$ cat config.mk
export PLATFORM = sky130hd
export DESIGN_NAME = gio_int_ctrl_flat
export DESIGN_NICKNAME = d
export VERILOG_FILES = /design/src/rtl/gio_cpu_if.sv /design/src/rtl/gio_int_ctrl.sv /design/src/flat_wrapper.sv
export SDC_FILE = /design/constraint.sdc
export NUM_CORES = 1
export LEC_CHECK = 0
export ABC_CLOCK_PERIOD_IN_PS = 1400
export CELL_PAD_IN_SITES_DETAIL_PLACEMENT = 1
export CELL_PAD_IN_SITES_GLOBAL_PLACEMENT = 1
export CORE_AREA = 5 5 71 73
export DETAILED_ROUTE_END_ITERATION = 10
export DIE_AREA = 0 0 76 78
export GPL_TIMING_DRIVEN = 0
export PLACE_DENSITY_LB_ADDON = 0.1
export SLEW_MARGIN = 0
export SYNTH_ARGS = -nofsm -noshare
export SYNTH_HDL_FRONTEND = slang
export SYNTH_SLANG_ARGS = --single-unit
$ cat constraint.sdc
create_clock -name clk -period 1.4 [get_ports clk]
set_input_delay 0.21 -clock clk [delete_from_list [all_inputs] [get_ports clk]]
set_output_delay 0.21 -clock clk [all_outputs]
set_load 0.03 [all_outputs]
$ cat src/rtl/gio_cpu_if.sv
// CPU-side port bus and interrupt handshake between a PicoBlaze and the gio interrupt controller.
// The master modport is the CPU side and the slave modport is the controller side.
interface gio_cpu_if;
  logic [7:0] address;
  logic [7:0] value_in;
  logic       wen;
  logic       ren;
  logic [7:0] port_out;
  logic       interrupt;
  logic       int_ack;

  // interrupt is held high by the controller until the CPU answers with a one-cycle int_ack pulse.
  // wen/ren are single-cycle strobes qualified by address; there is no back-pressure.
  modport master (
    output address, value_in, wen, ren, int_ack,
    input  port_out, interrupt
  );
  modport slave (
    input  address, value_in, wen, ren, int_ack,
    output port_out, interrupt
  );
endinterface

$ cat src/rtl/gio_int_ctrl.sv
// 8-source PicoBlaze interrupt controller: mask, priority select, vector latch and per-source ack.
// Define INTC_ROTATE_EN for round-robin priority; otherwise bit 0 has fixed highest priority.
module gio_int_ctrl (
  input  logic       clk,
  input  logic       rst,
  input  logic [7:0] irq_in,
  output logic [7:0] src_ack,
  output logic [1:0] state_dbg,
  gio_cpu_if.slave   cpu
);
  localparam logic [7:0] ADDR_MASK   = 8'h40;
  localparam logic [7:0] ADDR_STATUS = 8'h41;
  localparam logic [7:0] ADDR_VECTOR = 8'h42;
  localparam logic [7:0] ADDR_ACK    = 8'h43;

  typedef enum logic [1:0] {IDLE = 2'd0, REQ = 2'd1, SERV = 2'd2, ACK = 2'd3} state_t;

  state_t     state_q, state_d;
  logic [7:0] mask_q;
  logic [7:0] req;
  logic       vec_valid_q, vec_valid_d;
  logic [2:0] vec_idx_q, vec_idx_d;
  logic       irq_q, irq_d;
  logic [7:0] src_ack_q, src_ack_d;
  logic [7:0] port_out_q;
  logic [2:0] ptr_view;
  logic [2:0] win_idx;
  logic [2:0] cand;
  logic       found;
  logic       ack_wr;

  assign req       = irq_in & mask_q;
  assign ack_wr    = cpu.wen && (cpu.address == ADDR_ACK);
  assign state_dbg = state_q;
  assign src_ack   = src_ack_q;
  assign cpu.interrupt = irq_q;
  assign cpu.port_out  = port_out_q;

`ifdef INTC_ROTATE_EN
  logic [2:0] ptr_q;
  always_ff @(posedge clk) begin
    if (rst)
      ptr_q <= 3'd0;
    else if (state_q == ACK && vec_valid_q)
      ptr_q <= vec_idx_q + 3'd1;
  end
  assign ptr_view = ptr_q;
`else
  assign ptr_view = 3'd0;
`endif

  // First requesting source found scanning upward from ptr_view, wrapping 7 -> 0.
  always_comb begin
    win_idx = 3'd0;
    cand    = 3'd0;
    found   = 1'b0;
    for (int k = 0; k < 8; k++) begin
      cand = ptr_view + 3'(k);
      if (!found && req[cand]) begin
        win_idx = cand;
        found   = 1'b1;
      end
    end
  end

  always_comb begin
    state_d     = state_q;
    vec_valid_d = vec_valid_q;
    vec_idx_d   = vec_idx_q;
    irq_d       = irq_q;
    src_ack_d   = 8'h00;
    case (state_q)
      IDLE: begin
        if (req != 8'h00) begin
          irq_d   = 1'b1;
          state_d = REQ;
        end
      end
      REQ: begin
        if (cpu.int_ack) begin
          vec_valid_d = found;
          vec_idx_d   = win_idx;
          irq_d       = 1'b0;
          state_d     = SERV;
        end else if (req == 8'h00) begin
          irq_d   = 1'b0;
          state_d = IDLE;
        end
      end
      SERV: begin
        if (ack_wr) begin
          if (vec_valid_q) src_ack_d = 8'h01 << vec_idx_q;
          state_d = ACK;
        end
      end
      ACK: begin
        vec_valid_d = 1'b0;
        state_d     = IDLE;
      end
      default: state_d = IDLE;
    endcase
  end

  always_ff @(posedge clk) begin
    if (rst) begin
      state_q     <= IDLE;
      vec_valid_q <= 1'b0;
      vec_idx_q   <= 3'd0;
      irq_q       <= 1'b0;
      src_ack_q   <= 8'h00;
    end else begin
      state_q     <= state_d;
      vec_valid_q <= vec_valid_d;
      vec_idx_q   <= vec_idx_d;
      irq_q       <= irq_d;
      src_ack_q   <= src_ack_d;
    end
  end

  always_ff @(posedge clk) begin
    if (rst)
      mask_q <= 8'h00;
    else if (cpu.wen && cpu.address == ADDR_MASK)
      mask_q <= cpu.value_in;
  end

  // Read data is zero for unmatched addresses so it can be OR-combined onto in_port.
  always_ff @(posedge clk) begin
    if (rst)
      port_out_q <= 8'h00;
    else if (cpu.ren) begin
      case (cpu.address)
        ADDR_MASK:   port_out_q <= mask_q;
        ADDR_STATUS: port_out_q <= req;
        ADDR_VECTOR: port_out_q <= {vec_valid_q, ptr_view, 1'b0, vec_idx_q};
        default:     port_out_q <= 8'h00;
      endcase
    end
  end
endmodule

$ cat src/flat_wrapper.sv
// flat-port wrapper written by rule: the top's interface ports become plain ports
module gio_int_ctrl_flat 
  (clk, rst, irq_in, src_ack, state_dbg, cpu_address, cpu_value_in, cpu_wen, cpu_ren, cpu_int_ack, cpu_port_out, cpu_interrupt);
  gio_cpu_if cpu_i ();
  input  logic clk;
  input  logic rst;
  input  logic [7:0] irq_in;
  output logic [7:0] src_ack;
  output logic [1:0] state_dbg;
  input wire logic [$bits(cpu_i.address)-1:0] cpu_address;
  input wire logic [$bits(cpu_i.value_in)-1:0] cpu_value_in;
  input wire logic [$bits(cpu_i.wen)-1:0] cpu_wen;
  input wire logic [$bits(cpu_i.ren)-1:0] cpu_ren;
  input wire logic [$bits(cpu_i.int_ack)-1:0] cpu_int_ack;
  output wire logic [$bits(cpu_i.port_out)-1:0] cpu_port_out;
  output wire logic [$bits(cpu_i.interrupt)-1:0] cpu_interrupt;
  assign cpu_i.address = cpu_address;
  assign cpu_i.value_in = cpu_value_in;
  assign cpu_i.wen = cpu_wen;
  assign cpu_i.ren = cpu_ren;
  assign cpu_i.int_ack = cpu_int_ack;
  assign cpu_port_out = cpu_i.port_out;
  assign cpu_interrupt = cpu_i.interrupt;
  gio_int_ctrl u_core (.clk(clk), .rst(rst), .irq_in(irq_in), .src_ack(src_ack), .state_dbg(state_dbg), .cpu(cpu_i));
endmodule
# --- Word-level counts from Yosys, hierarchy flattened ---
# Index checks and enable logic that the tools add are counted.
word_totals:
  inputBits: 29
  output_inout_bits: 19
  wordCells: 76
  regBits: 31
op_classes:
  n_reduce_logical: 26
  n_mux: 27
  bitwise: 4
  n_eq_ne: 11
  shifts: 1
ops:
  columns: ["op", "n"]
  rows:
  - ["equality test 8 x 7 -> 1 bit (second input constant)", 4]
  - ["one-hot mux 8 bit (3 select lines)", 1]
  - ["2-to-1 mux 3 bit", 6]
  - ["2-to-1 mux 1 bit", 13]
  - ["logical AND 1 bit", 9]
  - ["bitwise AND 8 bit", 1]
  - ["logical NOT 8 bit", 1]
  - ["2-to-1 mux 2 bit", 4]
  - ["one-hot mux 2 bit (4 select lines)", 1]
  - ["nonzero test 8 bit", 1]
  - ["left shift 1 x 3 -> 8 bit (first input constant)", 1]
  - ["logical NOT 1 bit", 7]
  - ["AND reduction 3 bit", 2]
  - ["equality test 2 bit (second input constant)", 2]
  - ["inequality test 2 x 1 -> 1 bit (second input constant)", 2]
  - ["one-hot mux 1 bit (2 select lines)", 2]
  - ["AND reduction 2 bit", 2]
  - ["nonzero test 2 bit", 2]
  - ["OR reduction 4 bit", 1]
  - ["inequality test 3 x 2 -> 1 bit (second input constant)", 1]
  - ["NOT 1 bit", 3]
  - ["equality test 2 x 1 -> 1 bit (second input constant)", 1]
  - ["logical NOT 2 bit", 1]
  - ["inequality test 2 bit (second input constant)", 1]

# --- Logic depth before layout (Yosys ltp) ---
# Gate-level depths: netlist (run 1).
logic_depth:
  ltp_word: 25
  depth_mapped: 4
  ltp_nobuf: 4

# --- Worst setup path after synthesis (run 1) ---
# OpenSTA, ideal clock, no wires.
synth_path:
  path_type: "flip-flop to flip-flop"
  startpoint: "reg with a tool-made name"
  endpoint: "reg u_core.src_ack_q[4] (netlist: u_core.src_ack[4])"
  stages_incl_launch_ff: 5
  arrival_ps: 1243
  synth_period_minus_slack_ps: 1321
  path_slack_ps: 79
  path_cell_list: "dfxtp_1 -> and4b_1 -> and3_1 -> nand3_1 -> nor3_1"
synth_lines:
  columns: ["element", "line", "source"]
  rows:
  - ["end signal, assigned", "gio_int_ctrl.sv:116", "src_ack_q <= src_ack_d;"]
  - ["end, declared", "gio_int_ctrl.sv:24", "logic [7:0] src_ack_q, src_ack_d;"]

# --- Worst setup path after layout (run 1) ---
layout_path:
  startpoint: "reg u_core.state_q[0] (netlist: u_core.state_dbg[0])"
  endpoint: "out state_dbg[0]"
layout_lines:
  columns: ["element", "line", "source"]
  rows:
  - ["start, declared", "gio_int_ctrl.sv:18", "state_t state_q, state_d;"]
  - ["start signal, assigned", "gio_int_ctrl.sv:112", "state_q <= state_d;"]
  - ["end, declared", "flat_wrapper.sv:9", "output logic [1:0] state_dbg;"]
# No word-level cell between the ends.

==> PnR_summary.wiki, run 1 <==
{| class="wikitable"
! Metric !! Value
|-
| Setup Viol. Count Final || 0
|-
| Ratio of routed vias to standard cells || 4.968
|-
| Final core utilization || 0.4414
|-
| Clk slew on worst S/H paths || 0.06 ns
|-
| Highest achievable clock rate || 761.4 MHz
|-
| Clock latency reported for the late side of the worst-skew pair || 0.27 ns
|-
| Critical Path Fanout Max || 6
|-
| Vias post-DR || 1232
|-
| Critical-path cell with the highest stage delay || dlygate4sd2_1
|-
| Critical path cell sequence || dlygate4sd2_1
|-
| Primary FF master, synth || dfxtp_1
|-
| All-layer global routing usage || 0.1263
|-
| Met3 Usage GRT || 0.04398
|-
| # hold bufs at CTS || 0
|-
| Gr ovfl total || 0
|-
| Post-DP HPWL || 3014 µm
|-
| Result of the run || finished clean
|-
| Final weighted congestion of routability-driven global placement || 0.8188
|-
| Pwr Density || 853.4 nW/µm²
|-
| CTS HTree Levels || 2
|-
| Number of DRC violations after detailed-routing iteration 0 || 39
|-
| Number of synthesized flops with an enable pin || 0
|-
| Proportion of layout cells with a drive suffix above 1 || 0.08673
|-
| Port Buf Inserts || 46
|-
| Global-route wire length before repair || 6085 µm
|-
| Non-filler instance count after layout || 248
|-
| I/O pin count || 48
|-
| Width of the chip || 76 µm
|-
| Register area share after synthesis || 0.4863
|-
| Number of clock buffers inserted by TritonCTS || 5
|-
| TritonCTS clock tree || done
|-
| Fin nets || 226
|-
| Sum of routed wire length over all layers || 3641 µm
|-
| 1st-pass router iterations || 4
|-
| Area Growth Syn to Fin || 48.53%
|-
| Static power due to leakage || 0.0008040 µW
|-
| Type of destination of the critical path || primary output
|-
| Kind of cell adding the most delay to the critical path || buffers and inverters
|-
| Dpl cell area || 1802 µm²
|-
| Cell count after synthesis || 144
|-
| DRC violation count after routing || 0
|-
| Initial antenna violation count || 0
|-
| Setup repair after global routing missed its margin || false
|-
| Clock skew || 0.005046 ns
|-
| Data arrival time of the critical path || 1.10 ns
|-
| YS warnings || 0
|-
| Largest net degree at the start of global routing || 11
|-
| Total standard cell area after synthesis || 1276 µm²
|-
| Class of the worst hold path || in2reg
|-
| CP Data Required Time || 1.19 ns
|-
| Max IR drop VDD || 0.4648 mV
|-
| Initial cell density of the core || 0.2972
|-
| Cell variety after synth || 27
|-
| Stage delay of the slowest cell on the critical path || 0.42 ns
|-
| Y dimension of the die || 78 µm
|-
| Placeable core region || 4294 µm²
|-
| Number of standard-cell rows in the floorplan || 24
|-
| Post-Route Setup TNS || 0 ns
|-
| Number of diodes || 0
|-
| Sum of buffers and inverters on the critical path || 1
|-
| Relative slew slack || 0.6782
|-
| Post-route minimum period || 1.313 ns
|-
| Crit path launch type || flop
|-
| Number of clock sinks seen by CTS || 31
|-
| Clock root buffer || clkbuf_8
|-
| Per-cell routed wire length || 14.68 µm
|-
| Met1 capacity usage during global routing || 0.1529
|-
| Vias in the first global route || 1274
|-
| Number of hold violations in the final report || 0
|-
| Worst-case clock buffer depth || 2
|-
| Ratio of final minimum period to clock period || 0.9381
|-
| Fraction of synthesis flops using an asynchronous set or reset pin || 0
|-
| Tightest hold margin || 0.3050 ns
|-
| Number of placed cells counting well taps || 242
|-
| Die footprint || 5928 µm²
|-
| Syn nets || 173
|-
| Antenna viol nets, final || 0
|-
| Final cell area excluding filler cells || 1896 µm²
|-
| Met2 Usage GRT || 0.2106
|-
| Number of setup buffers added after CTS || 0
|-
| Most Used Layer, Global Route || met2
|-
| Final slew viol count || 0
|-
| Total of flip-flops plus latches after synthesis || 31
|-
| Avg Inst Size Synth || 8.863 µm²
|-
| Type of the worst setup path || reg2out
|-
| Max capacitance violation total || 0
|-
| Pin slew with the least headroom to its limit || 0.4809 ns
|}
[stage by stage]
stage	total power, µW	setup WS [ns]
final	1618	0.08659
after global routing	1693	0.005838
after CTS	1649	0.008646
after detailed placement	1031	-0.4781
after global placement	1029	-0.4305
after floorplan	930.8	0.07941
[synth_stat cells, types with 2 or more instances]
library cell | instances | area share
nor3_1 | 2 | 0.0078
clkbuf_1 | 2 | 0.0059
a32o_1 | 2 | 0.016
o21ai_0 | 16 | 0.063
a32oi_1 | 5 | 0.034
nand2_1 | 18 | 0.053
nand3b_1 | 2 | 0.012
a21oi_1 | 5 | 0.020
mux2i_1 | 8 | 0.063
a22oi_1 | 5 | 0.029
dfxtp_1 | 31 | 0.49
nor2_1 | 22 | 0.065
nand2b_1 | 6 | 0.029
nand3_1 | 4 | 0.016
inv_1 | 3 | 0.0088
nand4_1 | 2 | 0.0098
[placed cells by master (no fill, tap or decap)]
cell / count
a32oi_1: 5
or2_2: 1
and2_1: 1
and3_1: 1
mux2i_1: 8
dfxtp_2: 1
a22oi_1: 2
nor2_2: 1
dlymetal6s2s_1: 2
a22o_1: 1
nand4_1: 2
a32o_1: 2
nand2b_1: 6
clkdlybuf4s50_1: 22
dlygate4sd2_1: 21
nor2_1: 21
o211ai_1: 1
nor2b_1: 1
dfxtp_1: 30
clkbuf_8: 5
nand2_1: 18
and4b_1: 1
clkbuf_1: 3
a21oi_1: 5
nand3_2: 2
o21ai_1: 5
nor3_2: 1
nor4b_4: 1
o21ai_0: 11
clkdlybuf4s15_1: 1
nand4_4: 1
a22oi_2: 3
nand3b_1: 2
inv_1: 3
and3b_2: 1
nor3_1: 1
a211oi_1: 1
nand3_1: 2
[routing by layer]
layer	wire (µm)	vias to the layer above
met5	0	-
met4	15	0
met3	160	2
met2	1872	27
met1	1592	583
li1	-	620
[report_power, final]
part | total (µW) | internal, µW | switching [µW]
Clock | 605 | 330 | 275
Sequential | 884 | 883 | 0.799
Combinational | 129 | 74.4 | 54.8
[area by class of cell]
type,instances,area (µm²)
Multi-Input combinational cell,108,678.2
Tap cell,52,65.06
Buffer,2,7.507
Fill cell,502,2399
Clock buffer,6,72.57
Timing Repair Buffer,46,439.2
Inverter,3,11.26
Sequential cell,31,621.8
[flip-flops by register name, indices dropped and copies added, names as in the netlist, named ones only]
signal	flops
u_core.vec_idx_q	3
u_core.cpu.interrupt	1
u_core.mask_q	8
u_core.cpu.port_out	8
u_core.vec_valid_q	1
u_core.state_dbg	1
u_core.src_ack	8
[worst paths after layout]
| path | startpoint | endpoint | slack, ns | cells after the start |
|---|---|---|---|---|
| hold / removal | rst | u_core.vec_idx_q[1] | 0.31 | 2 |
| setup / recovery | u_core.state_dbg[0] | state_dbg[0] | 0.09 | 1 |
| setup reg to reg | u_core.mask_q[3] | u_core.vec_idx_q[0] | 0.20 | 4 |
| hold reg to reg | u_core.cpu.port_out[7] | u_core.cpu.port_out[7] | 0.45 | 2 |
[kinds of logic (layout without fill, tap and decap cells)]
| logic type | count (synthesis) | in the layout | share of synthesized area |
|---|---|---|---|
| mux | 8 | 8 | 0.06275 |
| flops | 31 | 31 | 0.4863 |
| simple gates | 64 | 64 | 0.2559 |
| buf+inv | 5 | 57 | 0.01471 |
| compound gates | 36 | 36 | 0.1804 |
[what timing repair did]
action / CTS / global route
endpoints found under the setup margin: 33 / 27
cloned: 0 / 0
resized for setup: 25 / 14
pin swaps: 2 / 4
Power figures use the tool's default switching activity.
==> inputs of run 2 (changes only) <==
--- a/config.mk
+++ b/config.mk
@@ -13,6 +13,7 @@
 export DIE_AREA = 0 0 76 78
 export GPL_TIMING_DRIVEN = 0
 export PLACE_DENSITY_LB_ADDON = 0.1
+export RECOVER_POWER = 100
 export SLEW_MARGIN = 0
 export SYNTH_ARGS = -nofsm -noshare
 export SYNTH_HDL_FRONTEND = slang
==> run 2 against run 1 <==
  * Final cell count is the same
  * Clock skew barely moved
  * Via count grew 0.41%
  * Sequential share of layout area up 0.28 points
==> PnR_summary.wiki, run 2 (synthesized netlist as in run 1, its figures left out) <==
{| class="wikitable"
! Metric !! Value
|-
| R2R setup slack || 0.17 ns
|-
| Kind of cell adding the most delay to the critical path || buffers and inverters
|-
| Sum of buffers and inverters on the critical path || 1
|-
| Die footprint || 5928 µm²
|-
| Commonest non-fill, non-tap cell in the layout || dfxtp_1
|-
| Worst-case setup slack after placement || -0.4781 ns
|-
| Per-cell routed wire length || 14.65 µm
|-
| DRC violation count after routing || 0
|-
| Crit path launch type || flop
|-
| Vias post-DR || 1237
|-
| Global-route wire length before repair || 6085 µm
|-
| Number of hold violations in the final report || 0
|-
| Number of diodes || 0
|-
| TritonCTS clock tree || done
|-
| All-layer global routing usage || 0.1263
|-
| Clock latency reported for the late side of the worst-skew pair || 0.27 ns
|-
| Final cell area excluding filler cells || 1879 µm²
|-
| Class of the worst hold path || in2reg
|-
| Relative slew slack || 0.6787
|-
| Cell count along the critical path || 1
|-
| Setup Viol. Count Final || 0
|-
| Max IR drop VDD || 0.4649 mV
|-
| Stage delay of the slowest cell on the critical path || 0.42 ns
|-
| Capture instance of the worst register-to-register path || u_core.src_ack[4]
|-
| Post-route minimum period || 1.313 ns
|-
| Fin nets || 226
|-
| Placeable core region || 4294 µm²
|-
| Worst Reg2Reg Path Length in Cells || 4
|-
| Worst-case clock buffer depth || 2
|-
| Leading cell types in the layout, fill and taps excluded || dfxtp_1, clkdlybuf4s50_1, dlygate4sd2_1
|-
| Setup repair after global routing missed its margin || false
|-
| Pin slew with the least headroom to its limit || 0.4802 ns
|-
| Post-DP HPWL || 3014 µm
|-
| Antenna viol nets, final || 0
|-
| I/O pin count || 48
|-
| Final weighted congestion of routability-driven global placement || 0.8188
|-
| Start of the worst register-to-register path || u_core.state_dbg[0]
|-
| Largest net degree at the start of global routing || 11
|-
| Y dimension of the die || 78 µm
|-
| Worst setup startpoint || u_core.state_dbg[0]
|-
| CTS HTree Levels || 2
|-
| 1st-pass router iterations || 4
|-
| Static power due to leakage || 0.0008054 µW
|-
| Port Buf Inserts || 46
|-
| Gr ovfl total || 0
|-
| Pwr Density || 860.6 nW/µm²
|-
| Number of clock sinks seen by CTS || 31
|-
| Sum of routed wire length over all layers || 3634 µm
|-
| Clock skew || 0.004690 ns
|-
| Result of the run || finished clean
|-
| End of the critical path || state_dbg[0]
|-
| Proportion of layout cells with a drive suffix above 1 || 0.07143
|-
| Highest achievable clock rate || 761.7 MHz
|-
| Vias in the first global route || 1274
|-
| Width of the chip || 76 µm
|-
| Final setup slack of the worst path || 0.08722 ns
|-
| Area Growth Syn to Fin || 47.25%
|-
| CP Data Required Time || 1.19 ns
|-
| Ratio of routed vias to standard cells || 4.988
|-
| Data arrival time of the critical path || 1.10 ns
|-
| Initial cell density of the core || 0.2972
|-
| Clock root buffer || clkbuf_8
|-
| Number of standard-cell rows in the floorplan || 24
|-
| Number of cells on the worst hold path || 2
|-
| Type of the worst setup path || reg2out
|-
| Number of clock buffers inserted by TritonCTS || 5
|-
| Final slew viol count || 0
|-
| Dpl cell area || 1802 µm²
|-
| Initial antenna violation count || 0
|-
| Number of filler instances in the final layout || 506
|-
| Critical Path Fanout Max || 6
|-
| Total power after layout || 1617 µW
|-
| Number of DRC violations after detailed-routing iteration 0 || 33
|-
| Critical-path cell with the highest stage delay || dlygate4sd2_1
|-
| Type of destination of the critical path || primary output
|-
| Ratio of final minimum period to clock period || 0.9377
|-
| Max capacitance violation total || 0
|-
| Critical path cell sequence || dlygate4sd2_1
|-
| Clk slew on worst S/H paths || 0.06 ns
|}
-- run 2: power by group --
part           leakage [µW]  total (µW)  switching, µW  internal [µW]
registers          0.000250         884          0.793            883
clock network     0.0000371         605            275            330
logic              0.000518         128           54.1           74.3
total              0.000805        1620            330           1290
-- run 2: area by class of cell --
cell class | count | area [µm²] | area share
Sequential cell | 31 | 621.8 | 0.3309
Tap cell | 52 | 65.06 | 0.03462
Timing Repair Buffer | 46 | 437.9 | 0.2330
Buffer | 2 | 7.507 | 0.003995
Inverter | 3 | 11.26 | 0.005992
Multi-Input combinational cell | 108 | 663.1 | 0.3529
Clock buffer | 6 | 72.57 | 0.03862
-- run 2: what timing repair did --
action                     in CTS  in global routing
hold buffers                    0                  0
setup endpoints to repair      33                 27
pin swaps                       2                  4
buffers inserted                0                  0
resized for setup              25                 14
-- run 2: metal layers --
| metal | GRT usage | share of wire | vias to the layer above |
|---|---|---|---|
| li1 | - | - | 620 |
| met1 | 0.1529 | 0.44 | 588 |
| met2 | 0.2106 | 0.51 | 27 |
| met3 | 0.04398 | 0.043 | 2 |
| met4 | 0.03737 | 0.0041 | 0 |
| met5 | 0 | 0 | - |
-- run 2: metrics by stage --
step	utilization	TNS [ns]	std cells	hold slack (ns)
after floorplan	-	0	144	0.3539
after global placement	0.4196	-7.800	242	0.4394
after detailed placement	0.4196	-8.741	242	0.4511
after CTS	0.4324	0	248	0.3060
after global routing	0.4376	0	248	0.3251
final	0.4376	0	248	0.3067
-- run 2: worst min path at each step --
stage | from | to | slack, ns
2_1_floorplan | cpu_value_in[0] | u_core.mask_q[0] | 0.35
3_3_place_gp | u_core.cpu.port_out[6] | u_core.cpu.port_out[6] | 0.44
3_5_place_dp | u_core.cpu.port_out[7] | u_core.cpu.port_out[7] | 0.45
4_1_cts | rst | flop | 0.31
5_1_grt | rst | flop | 0.33
6_report | rst | u_core.vec_idx_q[1] | 0.31
==> inputs of run 3 (changes only) <==
--- a/config.mk
+++ b/config.mk
@@ -12,7 +12,7 @@
 export DETAILED_ROUTE_END_ITERATION = 10
 export DIE_AREA = 0 0 76 78
 export GPL_TIMING_DRIVEN = 0
-export PLACE_DENSITY_LB_ADDON = 0.1
+export PLACE_DENSITY = 0.84
 export RECOVER_POWER = 100
 export SLEW_MARGIN = 0
 export SYNTH_ARGS = -nofsm -noshare
==> run 3 against run 2 <==
  * Via count is 1.2% higher
  * Total power increased by 3.9%
  * Highest routed layer unchanged
  * Setup slack worse by 0.017 ns
==> PnR_summary.wiki, run 3 (synthesized netlist as in run 1, its figures left out) <==
{| class="wikitable"
! Metric !! Value
|-
| Initial antenna violation count || 0
|-
| Class of the worst hold path || in2reg
|-
| DRC violation count after routing || 0
|-
| Pin slew with the least headroom to its limit || 0.4649 ns
|-
| Critical Path Fanout Max || 6
|-
| Data arrival time of the critical path || 1.12 ns
|-
| Number of diodes || 0
|-
| Placeable core region || 4294 µm²
|-
| Ratio of final minimum period to clock period || 0.9499
|-
| Gr ovfl total || 0
|-
| # hold bufs at CTS || 0
|-
| Crit path launch type || flop
|-
| Setup Viol. Count Final || 0
|-
| Port Buf Inserts || 46
|-
| Result of the run || finished clean
|-
| Proportion of layout cells with a drive suffix above 1 || 0.09091
|-
| Number of standard-cell rows in the floorplan || 24
|-
| Final slew viol count || 0
|-
| Sum of routed wire length over all layers || 3695 µm
|-
| Final weighted congestion of routability-driven global placement || 0.7621
|-
| Static power due to leakage || 0.0008060 µW
|-
| Highest achievable clock rate || 752.0 MHz
|-
| Non-filler instance count after layout || 250
|-
| Post-route minimum period || 1.330 ns
|-
| Ratio of routed vias to standard cells || 5.008
|-
| TritonCTS clock tree || done
|-
| Per-cell routed wire length || 14.78 µm
|-
| Commonest non-fill, non-tap cell in the layout || dfxtp_1
|-
| Max IR drop VDD || 0.3864 mV
|-
| Clk slew on worst S/H paths || 0.06 ns
|-
| Setup repair after global routing missed its margin || false
|-
| Clock skew || 0.003966 ns
|-
| Critical-path cell with the highest stage delay || dlygate4sd2_1
|-
| CP Data Required Time || 1.19 ns
|-
| Max capacitance violation total || 0
|-
| Number of clock buffers inserted by TritonCTS || 5
|-
| Area Growth Syn to Fin || 47.75%
|-
| Global-route wire length before repair || 6175 µm
|-
| CTS HTree Levels || 2
|-
| Number of hold violations in the final report || 0
|-
| Die footprint || 5928 µm²
|-
| Stage delay of the slowest cell on the critical path || 0.43 ns
|-
| Sum of buffers and inverters on the critical path || 1
|-
| Post-DP HPWL || 2896 µm
|-
| Pwr Density || 890.9 nW/µm²
|-
| Leading cell types in the layout, fill and taps excluded || dfxtp_1, dlygate4sd2_1, clkdlybuf4s50_1
|-
| Number of setup buffers added after CTS || 0
|-
| Relative slew slack || 0.6889
|-
| Final core utilization || 0.4391
|-
| Vias in the first global route || 1349
|-
| Clock root buffer || clkbuf_8
|-
| Type of destination of the critical path || primary output
|-
| Critical path cell sequence || dlygate4sd2_1
|-
| Largest net degree at the start of global routing || 11
|-
| Initial cell density of the core || 0.2972
|-
| Kind of cell adding the most delay to the critical path || buffers and inverters
|-
| Number of clock sinks seen by CTS || 31
|-
| 1st-pass router iterations || 4
|-
| Y dimension of the die || 78 µm
|-
| Vias post-DR || 1252
|-
| Clock latency reported for the late side of the worst-skew pair || 0.28 ns
|-
| All-layer global routing usage || 0.1285
|-
| I/O pin count || 48
|-
| Width of the chip || 76 µm
|-
| Antenna viol nets, final || 0
|-
| Number of placed cells counting well taps || 242
|-
| Tightest hold margin || 0.2946 ns
|-
| Type of the worst setup path || reg2out
|-
| Fin nets || 226
|-
| Number of DRC violations after detailed-routing iteration 0 || 63
|-
| Worst-case clock buffer depth || 2
|}
run 3: cell count changes in the layout (fill, tap and decap cells not counted):
cell,before,now
clkinv_2,0,3
dlygate4sd2_1,22,24
dlymetal6s2s_1,2,0
a22oi_1,2,3
a22oi_2,3,2
clkbuf_1,3,2
nor2_1,21,20
nor2_2,1,2
nor3_1,2,1
nor3_2,0,1
run 3: metrics by stage:
| stage | area [µm²] | setup WS (ns) | total power, µW | setup TNS, ns |
|---|---|---|---|---|
| floorplan | 1276 | 0.07941 | 930.8 | 0 |
| global placement | 1802 | -0.4438 | 1030 | -7.967 |
| detailed placement | 1802 | -0.5085 | 1033 | -8.612 |
| CTS | 1867 | 0.01517 | 1694 | 0 |
| global route | 1886 | 0.001756 | 1743 | 0 |
| finish | 1886 | 0.07012 | 1680 | 0 |
run 3: layer usage:
layer,up-vias,part of all wire,track usage
met1,591,0.39,0.1311
met2,32,0.53,0.2329
met4,0,0.021,0.05338
met3,6,0.061,0.04977
li1,623,-,-
met5,-,0,0
run 3: path summary, 6_finish.rpt:
kind                     startpoint                endpoint  slack (ns)  cells after the start
max             u_core.state_dbg[0]            state_dbg[0]        0.07                      1
min                             rst     u_core.vec_idx_q[2]        0.29                      2
max reg2reg        u_core.mask_q[1]     u_core.vec_idx_q[0]        0.16                      4
min reg2reg  u_core.cpu.port_out[1]  u_core.cpu.port_out[1]        0.45                      2
run 3: repair_timing:
item / CTS / global route
endpoints found under the setup margin: 30 / 5
pin swaps: 2 / 1
resized for setup: 26 / 6
run 3: power by group:
group	switching (µW)	total, µW	internal (µW)
clock	328	667	339
combinational	56.3	130	73.2
sequential	0.764	883	883
total	385	1680	1290
run 3: layout make-up:
class                           count  area, µm²
Clock buffer                        5      68.82
Fill cell                         516       2409
Tap cell                           52      65.06
Timing Repair Buffer               46      430.4
Multi-Input combinational cell    108      665.6
Buffer                              2      7.507
Clock inverter                      3      15.01
Sequential cell                    31      621.8
Inverter                            3      11.26
==> patch 1: new RTL, config.mk and constraints of run 1 <==
Add a define of `INTC_ROTATE_EN`.
--- a/src/rtl/gio_int_ctrl.sv
+++ b/src/rtl/gio_int_ctrl.sv
@@ -1,4 +1,6 @@
 // 8-source PicoBlaze interrupt controller: mask, priority select, vector latch and per-source ack.
 // Define INTC_ROTATE_EN for round-robin priority; otherwise bit 0 has fixed highest priority.
+`define INTC_ROTATE_EN
+
 module gio_int_ctrl (
   input  logic       clk,
Behaviour: not the same (a bounded check fails within 10 cycles, from zero or initial values and one cycle with rst high).
==> patch 1 against run 1 <==
The run now fails in global placement (3_3_place_gp); synthesized area rose by 86%.
==> patch 1: results (changes against run 1) <==
stage,metric,value,unit,change
placement,IO buf count,46,,unchanged
synthesis,Synth Warn #,0,,unchanged
floorplanning,# rows,24,,unchanged
outcome,tool error,[ERROR FLW-0024] Place density exceeds 1.0 (current PLACE_DENSITY_LB_ADDON =  0.1). Please check if the value of  PLACE_DENSITY_LB_ADDON is between 0 and 0.99.,,
synthesis,Post-Syn Nets,330,,+91%
outcome,Stop stage,global placement (3_3_place_gp),,
synthesis,Area contributors post-synth,"dfxtp_1 29%, mux2i_1 6.7%, mux4_2 6.6%",,
synthesis,"Seq/Total Area, Yosys",0.2860,,-0.2003
synthesis,Synth top cells by count,"34 x dfxtp_1, 34 x nor2_1, 31 x nand2_1",,
synthesis,Synth Register Bits,34,,+9.7%
synthesis,syn avg cell area,8.067,sq um,-9.0%
synthesis,fraction of registers with async set/reset,0,,unchanged
synthesis,synth unique cells,54,,+100%
outcome,outcome,stopped before the end,,
[patch 1: changes by cell type after synthesis, moves of 8 or more]
cell,run 1,this run
and2_1,1,14
mux2i_1,8,16
clkbuf_1,2,11
nand2_1,18,31
nor2b_1,1,9
nor2_1,22,34
a21oi_1,5,22
inv_1,3,11
[patch 1: cell families after synthesis]
family / after synthesis / synth area share
and+or+nand+nor: 129 / 0.2818
AOI/OAI and AO/OA: 72 / 0.2003
DFF: 34 / 0.2860
buffers and inverters: 27 / 0.05100
muxes: 24 / 0.1383
adders and majority gates: 6 / 0.03154
xor gates and xnor gates: 3 / 0.01104
==> patch 2: new RTL, config.mk and constraints of run 1 <==
Made on the original files. Put one more register stage on the output `state_dbg`, with the module's reset. The value now appears one clock later. The other outputs are not delayed to match.
--- a/src/rtl/gio_int_ctrl.sv
+++ b/src/rtl/gio_int_ctrl.sv
@@ -32,5 +32,11 @@
   assign req       = irq_in & mask_q;
   assign ack_wr    = cpu.wen && (cpu.address == ADDR_ACK);
-  assign state_dbg = state_q;
+  always_ff @(posedge clk) begin
+    if (rst) begin
+      state_dbg <= '0;
+    end else begin
+      state_dbg <= state_q;
+    end
+  end
   assign src_ack   = src_ack_q;
   assign cpu.interrupt = irq_q;
Function: changed (Yosys sat finds a counterexample within 4 cycles, from zero or initial values and one cycle with rst high).
==> patch 2 against run 1 <==
The run now ends with negative setup slack left; cell count rose by 6.5%; synthesized area rose by 10%; setup slack got worse by 0.13 ns; synthesized cell count rose by 5.6%; power rose by 9.9%; sequential cell count rose by 2; register-to-register slack got worse by 0.18 ns; routed wire length rose by 17%; design area rose by 11%; count of clock-buffer cells in the layout rose by 2; global-route usage rose by 2.2 points; maximum frequency fell by 9.0%; via count rose by 12%; critical path type is now primary input to flop; largest power group unchanged.
==> patch 2: results (changes against run 1) <==
stage,metric,value,unit,change
final_layout,layout cell share with drive strength beyond 1,0.1462,,+0.05949
critical_path,Crit path largest cell delay,0.56,ns,+0.14 ns
detailed_routing,DRT iter0 DRCs,82,,+110%
timing,max_slew headroom,0.6788,,about the same
critical_path,"delay-heaviest family, CP",simple AND/OR/NAND/NOR gates,,
placement,pre-CTS WS,-0.9942,ns,-0.5161 ns
placement,placed insts,250,,+3.3%
global_routing,vias in the first global route,1477,,+16%
final_layout,Filler Cells Inserted,523,,+4.2%
final_layout,Multi-In Gates,110,,+1.9%
global_routing,GRT Total Usage,0.1482,,+0.02187
synthesis,synth unique cells,33,,+22%
outcome,failing checks,negative setup slack,,
detailed_routing,Metal-1 WL,1.719,mm,+8.0%
timing,Final Setup Violations,8,,+8
final_layout,number of non-clock inverters in the layout,4,,+1
pwr,Peak VDD IR,0.0004437,V,-4.5%
outcome,outcome,finished with violations,,
detailed_routing,drt pass-1 iters,6,,+2
global_routing,M2 GR Usage,0.2697,,+0.05908
timing,final setup margin,-0.04395,ns,-0.1305 ns
synthesis,Post-Syn Nets,181,,+4.6%
synthesis,Synth top cells by count,"33 x dfxtp_1, 26 x nor2_1, 12 x nand2b_1",,
timing,clock skew,0.007918,ns,+0.002872 ns
global_routing,first-pass GRT wire length,7.038,mm,+16%
timing,Setup TNS,-0.2363,ns,-0.2363 ns
placement,RePlAce Congestion,0.7707,,-5.9%
placement,Final HPWL DP,3.234,mm,+7.3%
synthesis,Synth Register Bits,33,,+6.5%
synthesis,synthesized instance count,152,,+5.6%
[patch 2: cell types whose count changed in the layout (fill, tap and decap cells not counted), sizes merged, moves of 3 or more]
| cell | before | now |
|---|---|---|
| o21ai | 16 | 6 |
| nand2b | 6 | 12 |
| a21oi | 5 | 2 |
| nand2 | 18 | 10 |
| nor2 | 22 | 26 |
| clkbuf | 8 | 11 |
| buf | 0 | 11 |
| a32oi | 5 | 1 |
| a32o | 2 | 9 |
[patch 2: final timing paths]
| check | cells after the start | to | start | slack [ns] |
|---|---|---|---|---|
| max | 7 | u_core.mask_q[7]$_SDFFE_PP0P_ | cpu_address[4] | -0.04 |
| min | 2 | u_core.state_dbg[1]$_SDFF_PP0_ | rst | 0.39 |
| max reg2reg | 4 | u_core.vec_idx_q[0]$_SDFFE_PP0P_ | u_core.mask_q[3]$_SDFFE_PP0P_ | 0.02 |
| min reg2reg | 1 | u_core.cpu.port_out[5]$_SDFFE_PP0P_ | u_core.cpu.port_out[5]$_SDFFE_PP0P_ | 0.48 |
[patch 2: power by group through the flow]
stage / Combinational [mW] / Sequential, mW / Clock [mW]
5_1_grt: 0.166 / 0.940 / 0.753
3_3_place_gp: 0.141 / 0.962 / 0
3_5_place_dp: 0.144 / 0.962 / 0
2_1_floorplan: 0.0438 / 0.962 / 0
4_1_cts: 0.151 / 0.940 / 0.708
6_report: 0.153 / 0.941 / 0.684
[patch 2: timing repair]
action | CTS | global route
gates resized for setup | 43 | 7
setup endpoints to repair | 47 | 26
setup buffers | 7 | 0
pin swaps | 11 | 3
[patch 2: cells by family after synthesis]
kind of cell,Yosys count,synth area share
simple gates,68,0.2555
compound gates,34,0.1952
flops,33,0.4685
buf+inv,9,0.02396
mux,8,0.05679
